`src/rtl/park_pkg.sv`:
```
// Shared types and default constants for the sequential inverse Park transform.
// Operand width and sin/cos fractional precision defaults live here.
package park_pkg;

    localparam int D_WIDTH_DEF = 32;
    localparam int Q_BITS_DEF  = 10;

    typedef enum logic [2:0] {
        IDLE = 3'd0,
        M0   = 3'd1,
        M1   = 3'd2,
        M2   = 3'd3,
        M3   = 3'd4,
        DONE = 3'd5
    } park_state_e;

    typedef enum logic [1:0] {
        MAC_HOLD = 2'd0,
        MAC_LOAD = 2'd1,
        MAC_ADD  = 2'd2,
        MAC_SUB  = 2'd3
    } mac_op_e;

endpackage : park_pkg

```
`src/rtl/inverse_park_seq_if.sv`:
```
// Operand/result handshake bundle of inverse_park_seq.
// The slave modport is the transform block and the master modport is its user.
interface inverse_park_seq_if #(
    parameter int D_WIDTH = 32
) ();

    logic                      in_valid;
    logic                      in_ready;
    logic signed [D_WIDTH-1:0] d;
    logic signed [D_WIDTH-1:0] q;
    logic signed [D_WIDTH-1:0] sin;
    logic signed [D_WIDTH-1:0] cos;
    logic                      out_valid;
    logic                      out_ready;
    logic signed [D_WIDTH-1:0] alpha;
    logic signed [D_WIDTH-1:0] beta;
    logic                      busy;

    modport slave (
        input  in_valid, d, q, sin, cos, out_ready,
        output in_ready, out_valid, alpha, beta, busy
    );

    modport master (
        output in_valid, d, q, sin, cos, out_ready,
        input  in_ready, out_valid, alpha, beta, busy
    );

endinterface : inverse_park_seq_if

```
`src/rtl/park_mac.sv`:
```
// Single shared signed multiplier with a 2*D_WIDTH+1 bit accumulator.
// LOAD stores the product; ADD/SUB present acc +/- product on sum_o.
module park_mac
    import park_pkg::*;
#(
    parameter int D_WIDTH = D_WIDTH_DEF
) (
    input  logic                        clk,
    input  logic                        rst,
    input  mac_op_e                     op_i,
    input  logic signed [D_WIDTH-1:0]   a_i,
    input  logic signed [D_WIDTH-1:0]   b_i,
    output logic signed [2*D_WIDTH:0]   sum_o
);

    logic signed [2*D_WIDTH-1:0] prod_s;
    logic signed [2*D_WIDTH:0]   prod_x_s;
    logic signed [2*D_WIDTH:0]   acc_q;
    logic signed [2*D_WIDTH:0]   acc_d;

    assign prod_s   = a_i * b_i;
    assign prod_x_s = {prod_s[2*D_WIDTH-1], prod_s};

    always_comb begin
        acc_d = acc_q;
        sum_o = acc_q;
        case (op_i)
            MAC_LOAD: begin
                acc_d = prod_x_s;
                sum_o = prod_x_s;
            end
            MAC_ADD:  sum_o = acc_q + prod_x_s;
            MAC_SUB:  sum_o = acc_q - prod_x_s;
            MAC_HOLD: sum_o = acc_q;
            default:  sum_o = acc_q;
        endcase
    end

    always_ff @(posedge clk or posedge rst) begin
        if (rst) begin
            acc_q <= '0;
        end else begin
            acc_q <= acc_d;
        end
    end

endmodule : park_mac

```
`src/rtl/inverse_park_seq.sv`:
```
// Sequential inverse Park transform: alpha = (d*cos - q*sin) >>> Q_BITS, beta = (d*sin + q*cos) >>> Q_BITS.
// Define PARK_SAT_EN to saturate results; by default they wrap to D_WIDTH bits.
module inverse_park_seq
    import park_pkg::*;
#(
    parameter int D_WIDTH = D_WIDTH_DEF,
    parameter int Q_BITS  = Q_BITS_DEF
) (
    input  logic                clk,
    input  logic                rst,
    inverse_park_seq_if.slave   bus
);

`ifdef PARK_SAT_EN
    localparam logic signed [2*D_WIDTH:0] SAT_MAX = {{(D_WIDTH+2){1'b0}}, {(D_WIDTH-1){1'b1}}};
    localparam logic signed [2*D_WIDTH:0] SAT_MIN = {{(D_WIDTH+2){1'b1}}, {(D_WIDTH-1){1'b0}}};
`endif

    park_state_e               state_q;
    park_state_e               state_d;
    logic signed [D_WIDTH-1:0] d_q;
    logic signed [D_WIDTH-1:0] q_q;
    logic signed [D_WIDTH-1:0] sin_q;
    logic signed [D_WIDTH-1:0] cos_q;
    logic signed [D_WIDTH-1:0] alpha_q;
    logic signed [D_WIDTH-1:0] beta_q;
    logic                      out_valid_q;
    logic                      busy_q;
    logic                      in_ready_q;
    logic                      accept_s;

    mac_op_e                   mac_op_s;
    logic signed [D_WIDTH-1:0] mac_a_s;
    logic signed [D_WIDTH-1:0] mac_b_s;
    logic signed [2*D_WIDTH:0] mac_sum_s;

    // Shift at full accumulator width first so no product bits are lost before narrowing.
    function automatic logic signed [D_WIDTH-1:0] narrow(input logic signed [2*D_WIDTH:0] v);
        logic signed [2*D_WIDTH:0] s;
        s = v >>> Q_BITS;
`ifdef PARK_SAT_EN
        if (s > SAT_MAX) begin
            return SAT_MAX[D_WIDTH-1:0];
        end else if (s < SAT_MIN) begin
            return SAT_MIN[D_WIDTH-1:0];
        end else begin
            return s[D_WIDTH-1:0];
        end
`else
        return s[D_WIDTH-1:0];
`endif
    endfunction

    assign accept_s = bus.in_valid & in_ready_q;

    always_comb begin
        state_d = state_q;
        case (state_q)
            IDLE: begin
                if (accept_s) begin
                    state_d = M0;
                end else begin
                    state_d = IDLE;
                end
            end
            M0:   state_d = M1;
            M1:   state_d = M2;
            M2:   state_d = M3;
            M3:   state_d = DONE;
            DONE: begin
                if (bus.out_ready) begin
                    state_d = IDLE;
                end else begin
                    state_d = DONE;
                end
            end
            default: state_d = IDLE;
        endcase
    end

    // One product per cycle: d*cos, q*sin, d*sin, q*cos.
    always_comb begin
        mac_op_s = MAC_HOLD;
        mac_a_s  = '0;
        mac_b_s  = '0;
        case (state_q)
            M0: begin
                mac_op_s = MAC_LOAD;
                mac_a_s  = d_q;
                mac_b_s  = cos_q;
            end
            M1: begin
                mac_op_s = MAC_SUB;
                mac_a_s  = q_q;
                mac_b_s  = sin_q;
            end
            M2: begin
                mac_op_s = MAC_LOAD;
                mac_a_s  = d_q;
                mac_b_s  = sin_q;
            end
            M3: begin
                mac_op_s = MAC_ADD;
                mac_a_s  = q_q;
                mac_b_s  = cos_q;
            end
            default: begin
                mac_op_s = MAC_HOLD;
                mac_a_s  = '0;
                mac_b_s  = '0;
            end
        endcase
    end

    park_mac #(
        .D_WIDTH (D_WIDTH)
    ) u_mac (
        .clk   (clk),
        .rst   (rst),
        .op_i  (mac_op_s),
        .a_i   (mac_a_s),
        .b_i   (mac_b_s),
        .sum_o (mac_sum_s)
    );

    always_ff @(posedge clk or posedge rst) begin
        if (rst) begin
            state_q     <= IDLE;
            in_ready_q  <= 1'b1;
            busy_q      <= 1'b0;
            out_valid_q <= 1'b0;
        end else begin
            state_q     <= state_d;
            in_ready_q  <= (state_d == IDLE);
            busy_q      <= (state_d != IDLE);
            out_valid_q <= (state_d == DONE);
        end
    end

    always_ff @(posedge clk or posedge rst) begin
        if (rst) begin
            d_q   <= '0;
            q_q   <= '0;
            sin_q <= '0;
            cos_q <= '0;
        end else if (accept_s) begin
            d_q   <= bus.d;
            q_q   <= bus.q;
            sin_q <= bus.sin;
            cos_q <= bus.cos;
        end else begin
            d_q   <= d_q;
            q_q   <= q_q;
            sin_q <= sin_q;
            cos_q <= cos_q;
        end
    end

    always_ff @(posedge clk or posedge rst) begin
        if (rst) begin
            alpha_q <= '0;
            beta_q  <= '0;
        end else if (state_q == M1) begin
            alpha_q <= narrow(mac_sum_s);
        end else if (state_q == M3) begin
            beta_q  <= narrow(mac_sum_s);
        end else begin
            alpha_q <= alpha_q;
            beta_q  <= beta_q;
        end
    end

    assign bus.in_ready  = in_ready_q;
    assign bus.busy      = busy_q;
    assign bus.out_valid = out_valid_q;
    assign bus.alpha     = alpha_q;
    assign bus.beta      = beta_q;

endmodule : inverse_park_seq

```
`src/flat_wrapper.sv`:
```
// flat-port wrapper written by rule: the top's interface ports become plain ports
module inverse_park_seq_flat import park_pkg::*;
#(
    parameter int D_WIDTH = D_WIDTH_DEF,
    parameter int Q_BITS  = Q_BITS_DEF
)
  (clk, rst, bus_in_valid, bus_d, bus_q, bus_sin, bus_cos, bus_out_ready, bus_in_ready, bus_out_valid, bus_alpha, bus_beta, bus_busy);
  inverse_park_seq_if #(.D_WIDTH(D_WIDTH)) bus_i ();
  input  logic clk;
  input  logic rst;
  input wire logic [$bits(bus_i.in_valid)-1:0] bus_in_valid;
  input wire logic [$bits(bus_i.d)-1:0] bus_d;
  input wire logic [$bits(bus_i.q)-1:0] bus_q;
  input wire logic [$bits(bus_i.sin)-1:0] bus_sin;
  input wire logic [$bits(bus_i.cos)-1:0] bus_cos;
  input wire logic [$bits(bus_i.out_ready)-1:0] bus_out_ready;
  output wire logic [$bits(bus_i.in_ready)-1:0] bus_in_ready;
  output wire logic [$bits(bus_i.out_valid)-1:0] bus_out_valid;
  output wire logic [$bits(bus_i.alpha)-1:0] bus_alpha;
  output wire logic [$bits(bus_i.beta)-1:0] bus_beta;
  output wire logic [$bits(bus_i.busy)-1:0] bus_busy;
  assign bus_i.in_valid = bus_in_valid;
  assign bus_i.d = bus_d;
  assign bus_i.q = bus_q;
  assign bus_i.sin = bus_sin;
  assign bus_i.cos = bus_cos;
  assign bus_i.out_ready = bus_out_ready;
  assign bus_in_ready = bus_i.in_ready;
  assign bus_out_valid = bus_i.out_valid;
  assign bus_alpha = bus_i.alpha;
  assign bus_beta = bus_i.beta;
  assign bus_busy = bus_i.busy;
  inverse_park_seq #(.D_WIDTH(D_WIDTH), .Q_BITS(Q_BITS)) u_core (.clk(clk), .rst(rst), .bus(bus_i));
endmodule
```
`config.mk`:
```
export PLATFORM = sky130hd
export DESIGN_NAME = inverse_park_seq_flat
export DESIGN_NICKNAME = d
export VERILOG_FILES = /design/src/rtl/park_pkg.sv /design/src/rtl/inverse_park_seq_if.sv /design/src/rtl/park_mac.sv /design/src/rtl/inverse_park_seq.sv /design/src/flat_wrapper.sv
export SDC_FILE = /design/constraint.sdc
export NUM_CORES = 2
export LEC_CHECK = 0
export BUFFER_PORTS_ARGS = -buffer_cell sky130_fd_sc_hd__buf_2
export CAP_MARGIN = 20
export CORE_MARGIN = 5
export CORE_UTILIZATION = 55
export CTS_CLUSTER_DIAMETER = 40
export DETAILED_ROUTE_END_ITERATION = 10
export PLACE_DENSITY = 0.75
export SETUP_SLACK_MARGIN = 0.4
export SLEW_MARGIN = 20
export SYNTH_ARGS = -nofsm -noshare
export SYNTH_HDL_FRONTEND = slang
export SYNTH_SLANG_ARGS = --single-unit
```
`constraint.sdc`:
```
create_clock -name clk -period 11.2 [get_ports clk]
set_input_delay 1.12 -clock clk [delete_from_list [all_inputs] [get_ports clk]]
set_output_delay 1.12 -clock clk [all_outputs]
set_load 0.01 [all_outputs]
```
# Yosys cells after proc, flatten, opt, wreduce, memory -nomap -nowiden

Cells that the tools add are included.

Bits in registers: 240
Logic and storage cells: 41

$add $sub $neg: 2
$mul: 1
Eq/ne operators: 9
Multiplexer cells: 7
Bitwise logic cells: 2
Reduce and logical (&&, ||, !) cells: 9

Operator list:

| cell                                                            | count |
|---|---|
| 42-bit case mux with 4 select lines                             | 1 |
| 32-bit case mux with 2 select lines                             | 2 |
| 42-bit adder                                                    | 1 |
| 32-bit by 32-bit multiplier with 42-bit output                  | 1 |
| 42-bit subtractor                                               | 1 |
| 3-bit case mux with 6 select lines                              | 1 |
| 3-bit == test, second input constant                            | 3 |
| 2-bit OR reduction                                              | 4 |
| 3-bit by 2-bit == test with 1-bit output, second input constant | 2 |
| 3-bit logical NOT                                               | 2 |
| 2-bit case mux with 3 select lines                              | 1 |
| 2-bit == test, second input constant                            | 2 |
| 3-bit by 1-bit == test with 1-bit output, second input constant | 1 |
| 3-bit 2-to-1 mux                                                | 1 |
| 3-bit nonzero test                                              | 1 |
| 2-bit by 1-bit == test with 1-bit output, second input constant | 1 |
| 2-bit logical NOT                                               | 1 |
| 2-bit AND reduction                                             | 1 |
| 1-bit bitwise AND                                               | 1 |
| 1-bit 2-to-1 mux                                                | 1 |
| 1-bit inverter                                                  | 1 |

# Logic depth before layout (Yosys ltp)

Depth after elaboration: 6
Gate-level depth with buffers: 50
Gate-level depth less buffers: 43

# Modules after synthesis

From an unflattened synthesis, not the netlist that was laid out.

Cells, all modules: 5701
Area total of the unflattened synthesis: 53625.2 um^2

By module, submodules not included:

| module           | times used | cells each | area each (um^2) |
|---|---|---|---|
| park_mac         | 1          | 5179       | 45477.4 |
| inverse_park_seq | 1          | 522        | 8147.8 |

# Least setup slack after synthesis

No wires, ideal clock.

Path kind: register to register
Start: reg u_core.state_q[1]
End: reg u_core.beta_q[31] (netlist: u_core.bus.beta[31])
Library setup time: 0.130 ns
Data arrival time: 11.276 ns
Required time: 11.070 ns
Path slack: -0.206 ns
Stages on the path, launching flop included: 45
Buffers on the path: 6
Period minus slack after synthesis: 11.406 ns
Cell sequence: dfrtp_1 > clkbuf_2 > nor2b_1 > buf_2 > clkbuf_1 > clkbuf_1 > clkbuf_1 > a22oi_1 > clkbuf_1 > nor2_1 > fa_1 > fa_1 > inv_1 > fa_1 > fa_1 > inv_1 > fa_1 > fa_1 > [9 not listed] > a211oi_1 > and3_1 > and2_1 > nor2_1 > xor2_1 > ha_1 > a21o_1 > a21o_1 > a21o_1 > a21o_1 > a21oi_1 > nor2_1 > a211oi_1 > o31ai_1 > o31a_1 > xor3_1 > xor2_1 > o21ai_1

Cells in the longest elaborated chain, start to end: 6

Ends and longest elaborated chain:

| item                                                     | RTL line                                        | RTL |
|---|---|---|
| start, declared                                          | inverse_park_seq.sv:19                          | `park_state_e state_q;` |
| start signal, assigned                                   | inverse_park_seq.sv:133                         | `state_q <= state_d;` |
| 3-bit == test, or another cell as far along              | inverse_park_seq.sv:86, inverse_park_seq.sv:165 |  |
| 2-bit OR reduction (no source line)                      | -                                               |  |
| 32-bit case mux with 2 select lines                      | inverse_park_seq.sv:86                          | `case (state_q)` |
| 32-bit by 32-bit multiplier with 42-bit output           | park_mac.sv:21                                  | `assign prod_s = a_i * b_i;` |
| 42-bit subtractor / 42-bit adder (equally long branches) | park_mac.sv:33, park_mac.sv:32                  |  |
| 42-bit case mux with 4 select lines                      | park_mac.sv:27                                  | `case (op_i)` |
| end signal, assigned                                     | inverse_park_seq.sv:166                         | `beta_q <= narrow(mac_sum_s);` |
| end signal, assigned                                     | inverse_park_seq.sv:169                         | `beta_q <= beta_q;` |
| end, declared                                            | inverse_park_seq.sv:26                          | `logic signed [D_WIDTH-1:0] beta_q;` |

Parallel ways exist; a longest one is shown, timed or not.
A chain may end at the register's enable or synchronous reset.

# Final worst setup path

Start: reg u_core.state_q[0]
End: reg u_core.beta_q[31] (netlist: u_core.bus.beta[31])

The elaborated chain is that of the path after synthesis.

==> results.md <==
• finished, final reports clean — status
• 65.79% — final cell utilization of the core
• 94 — count of standard-cell rows
• yes — RSZ-0062 raised after global routing
• 0 — leftover overflow at the end of global routing
• flip-flop to flip-flop — class of the tightest hold or removal check
• 3 — worst-case clock buffer depth
• 10 — top fanout value on the critical path
• 16.38% — fraction of the yosys area taken by sequential cells
• 9.299 um2 — average cell area after synthesis
• 36670 um2 — Post-Syn Area
• 5348 — Nets
• 590 ps — delay of the slowest cell on the worst path
• 240 — post-synthesis sequential element count
• 3943 — synthesized netlist cell count
• 92 — Netlist cell types
• 21.54% — fraction of final layout cells sized beyond drive strength 1
• flip-flop — Critical Path Source Type
• 0 — Ys Warns
• 3066 — First DRT Iteration DRCs
• yes — clock tree from TritonCTS
• 0 — DRC violation count after routing
• 43 — number of cells on the worst reg-to-reg path
• 44.84% — post-synthesis adder-cell area fraction
• 1199 ps — Tightest Pin Transition
• 5106 — number of filler cells placed in the layout
• 104 — maximum number of pins on one net before global-route repair
• 5210 — final instance count without filler cells
• fa_1 — crit-path most repeated cell
• 122300 um — Total Wirelength
• 580 ps — clock latency at the later pin of the worst-skew pair
• 268.2 um — die outline width
• 0 — number of enable-type register cells in the synthesized netlist
• 8 — number of detailed-routing iterations run before antenna repair
• 199 — boundary pin count
• adder cells — dominant combinational cell family by area after synthesis
• 198 — number of I/O port buffers
• 5042 — Placed Cells
• 28310 um2 — area used by multi-input combinational logic
• 41.10 ps — final worst clock skew
• 93.32 MHz — maximum clock frequency
• 268.2 um — floorplan die height
• 65980 um2 — Placeable Area
• 100.0% — async set or reset register ratio after synthesis
• 0 — Diodes inserted
• 33.31% — global router's overall resource usage
• 0 — final count of pins violating max slew
• 18.40% — area grow syn2layout
• 4.020% — proportion of synthesized area in mux cells
• dfrtp_1 — leading register cell type out of synthesis
• 0 — hold buffer count at CTS
• 0 ps — summed negative setup slack over all endpoints
• 240 — number of clock sinks
• 97990 um — hpwl dp
• 20.04% — worst slew margin relative to its limit
• 11210 ps — data arrival time of the critical path
• 71930 um2 — die area
• 60 ps — clock input transition at the sequential cells of the worst setup and hold paths
• 23.47 um — wire per inst
• fa_1 — critical path's slowest cell
• 0 — Setup violations, final
• 10720 ps — Final min period
• clkbuf_16 — Root Buffer
• 5.830 — via density per instance
• 2 — H-tree depth
• flip-flop to flip-flop — worst setup path category
• 8.592% — Compound-Gate Fraction of Synth Area
• 1.052 — RD Place Congestion
• 0 — final-report hold violation count
• 31170 — number of global-route vias before repair
• 37 — cts bufs inserted
• 6008 um2 — area occupied by registers
• 3.730% — Synth Area in XOR/XNOR
• flip-flop — nature of the critical path endpoint
• 55.57% — Initial Util
• 30380 — vias after detailed routing
• 0 — max-cap violations
• 4972 — Post-Synthesis Net Count
• 0 — Final ANT Viol Nets
• 13.14% — area share of and/or/nand/nor cells after synthesis
• 181900 um — first-pass GRT wire length
• 95.68% — period utilization
• 11700 ps — required time reported for the critical path endpoint
• 1 — antenna violations before repair
• 2 — Hold Path Depth
==> layout make-up <==
| class | instances | area share [%] |
|---|---|---|
| Multi-Input combinational cell | 2804 | 65.22 |
| Tap cell | 864 | 2.490 |
| Clock buffer | 42 | 2.199 |
| Sequential cell | 240 | 13.84 |
| Clock inverter | 24 | 0.6917 |
| Inverter | 713 | 6.182 |
| Timing Repair Buffer | 523 | 9.376 |
==> worst max-delay path, delay by kind of cell, from the launching register on <==
kind                     cells  cell delay, ps
AO/OA/AOI/OAI               12            2220
buffers and inverters        9            1200
adder cells (fa/ha/maj)     10            4620
flip-flops                   1             440
AND/OR/NAND/NOR              9            1560
XOR/XNOR                     3             560
==> cell families (layout without fill, tap and decap cells) <==
kind of cell / Yosys count / after routing
simple gates: 1178 / 1179
buf+inv: 900 / 1302
fa+ha+maj: 897 / 897
compound gates: 448 / 448
flops: 240 / 240
xor+xnor: 149 / 149
mux: 131 / 131
==> timing repair <==
item	CTS	global route
cloned	3	7
gates resized for setup	54	210
buffers inserted	22	70
endpoints found under the setup margin	23	27
pin swaps	17	94
==> state kept, by name, indices dropped and copies added (netlist names) <==
register              count
u_core.q_q               32
u_core.bus.busy           1
u_core.cos_q             32
u_core.d_q               32
u_core.u_mac.acc_q       42
u_core.bus.out_valid      1
u_core.sin_q             32
u_core.bus.alpha         32
u_core.bus.beta          32
u_core.bus.in_ready       1
u_core.state_q            3
==> through the flow <==
| step | setup slack (ps) | hold WS [ps] | cell area [um2] |
|---|---|---|---|
| global route | 200.4 | 495.7 | 43410 |
| detailed placement | -167.6 | 465.4 | 40050 |
| floorplan | 400.5 | 447.5 | 36810 |
| global placement | -55.60 | 456.3 | 40040 |
| finish | 484.0 | 474.2 | 43410 |
| CTS | 400.5 | 476.6 | 41840 |
==> metal layers <==
metal,GRT usage (%),vias to the layer above,part of all wire [%]
met5,0,-,0
met4,15.35,0,6.2
met3,9.247,426,12
met2,50.74,1718,44
met1,44.90,15280,38
li1,-,12960,-
==> placed cells by master (no fill, tap or decap), types with 16 or more instances in the layout <==
cell type / synthesis / layout
a21oi_1: 70 / 59
o21ai_0: 107 / 96
buf_2: 10 / 198
buf_4: 2 / 251
clkbuf_16: 0 / 43
nor2_1: 564 / 529
buf_6: 1 / 37
a22oi_2: 1 / 26
mux2_2: 130 / 130
nor3_1: 18 / 16
xor2_1: 53 / 52
dfrtp_1: 239 / 238
xnor2_1: 91 / 90
inv_1: 711 / 701
a21o_1: 36 / 36
nand2_1: 472 / 469
a22oi_1: 43 / 18
fa_1: 695 / 682
buf_12: 0 / 25
nor2_2: 0 / 28
a22o_1: 61 / 42
ha_1: 202 / 187
==> synth_stat cells, drive strengths merged (3+ instances only) <==
master,n,area (um2)
inv,713,2676
fa,695,13910
nor2,564,2117
nand2,473,1778
dfrtp,239,5981
ha,202,2527
clkbuf,165,620.6
mux2,130,1464
o21ai,112,560.5
xnor2,92,813.3
a21oi,71,359.1
a22o,62,551.8
xor2,55,508.0
a22oi,45,356.6
a21o,36,270.3
buf,22,110.1
a32oi,19,211.5
nand3,19,95.09
nor3,18,90.09
nand2b,15,93.84
a31oi,14,87.58
and3,14,87.58
a211oi,13,102.6
o21a,13,97.59
and2,12,75.07
a221oi,11,96.34
nor2b,11,68.82
nand4,9,56.30
o211ai,8,70.06
a211o,7,61.31
nand3b,6,45.04
and4,5,46.29
o31a,5,43.79
o31ai,5,37.54
or2,5,31.28
a311oi,4,35.03
a31o,4,35.03
nor4,4,25.02
or3b,4,35.04
nor3b,3,22.52
nor4b,3,32.53
o21bai,3,22.52
or3,3,18.77
or4b,3,30.03
==> path summary, 6_finish.rpt <==
| check | startpoint | slack [ps] | end |
|---|---|---|---|
| max | u_core.state_q[0]$_DFF_PP0_ | 480 | u_core.bus.beta[31]$_DFFE_PP0P_ |
| min | u_core.bus.alpha[7]$_DFFE_PP0N_ | 470 | u_core.bus.alpha[7]$_DFFE_PP0N_ |
| max reg2reg | u_core.state_q[0]$_DFF_PP0_ | 480 | u_core.bus.beta[31]$_DFFE_PP0P_ |
| min reg2reg | u_core.bus.alpha[7]$_DFFE_PP0N_ | 470 | u_core.bus.alpha[7]$_DFFE_PP0N_ |
| max in group asynchronous | rst | 9060 | u_core.u_mac.acc_q[6]$_DFFE_PP0N_ |
| min in group asynchronous | rst | 670 | u_core.bus.alpha[29]$_DFFE_PP0N_ |
Power is not shown: default switching activity piles up to over one toggle a cycle in this logic, so the estimate is an artifact.
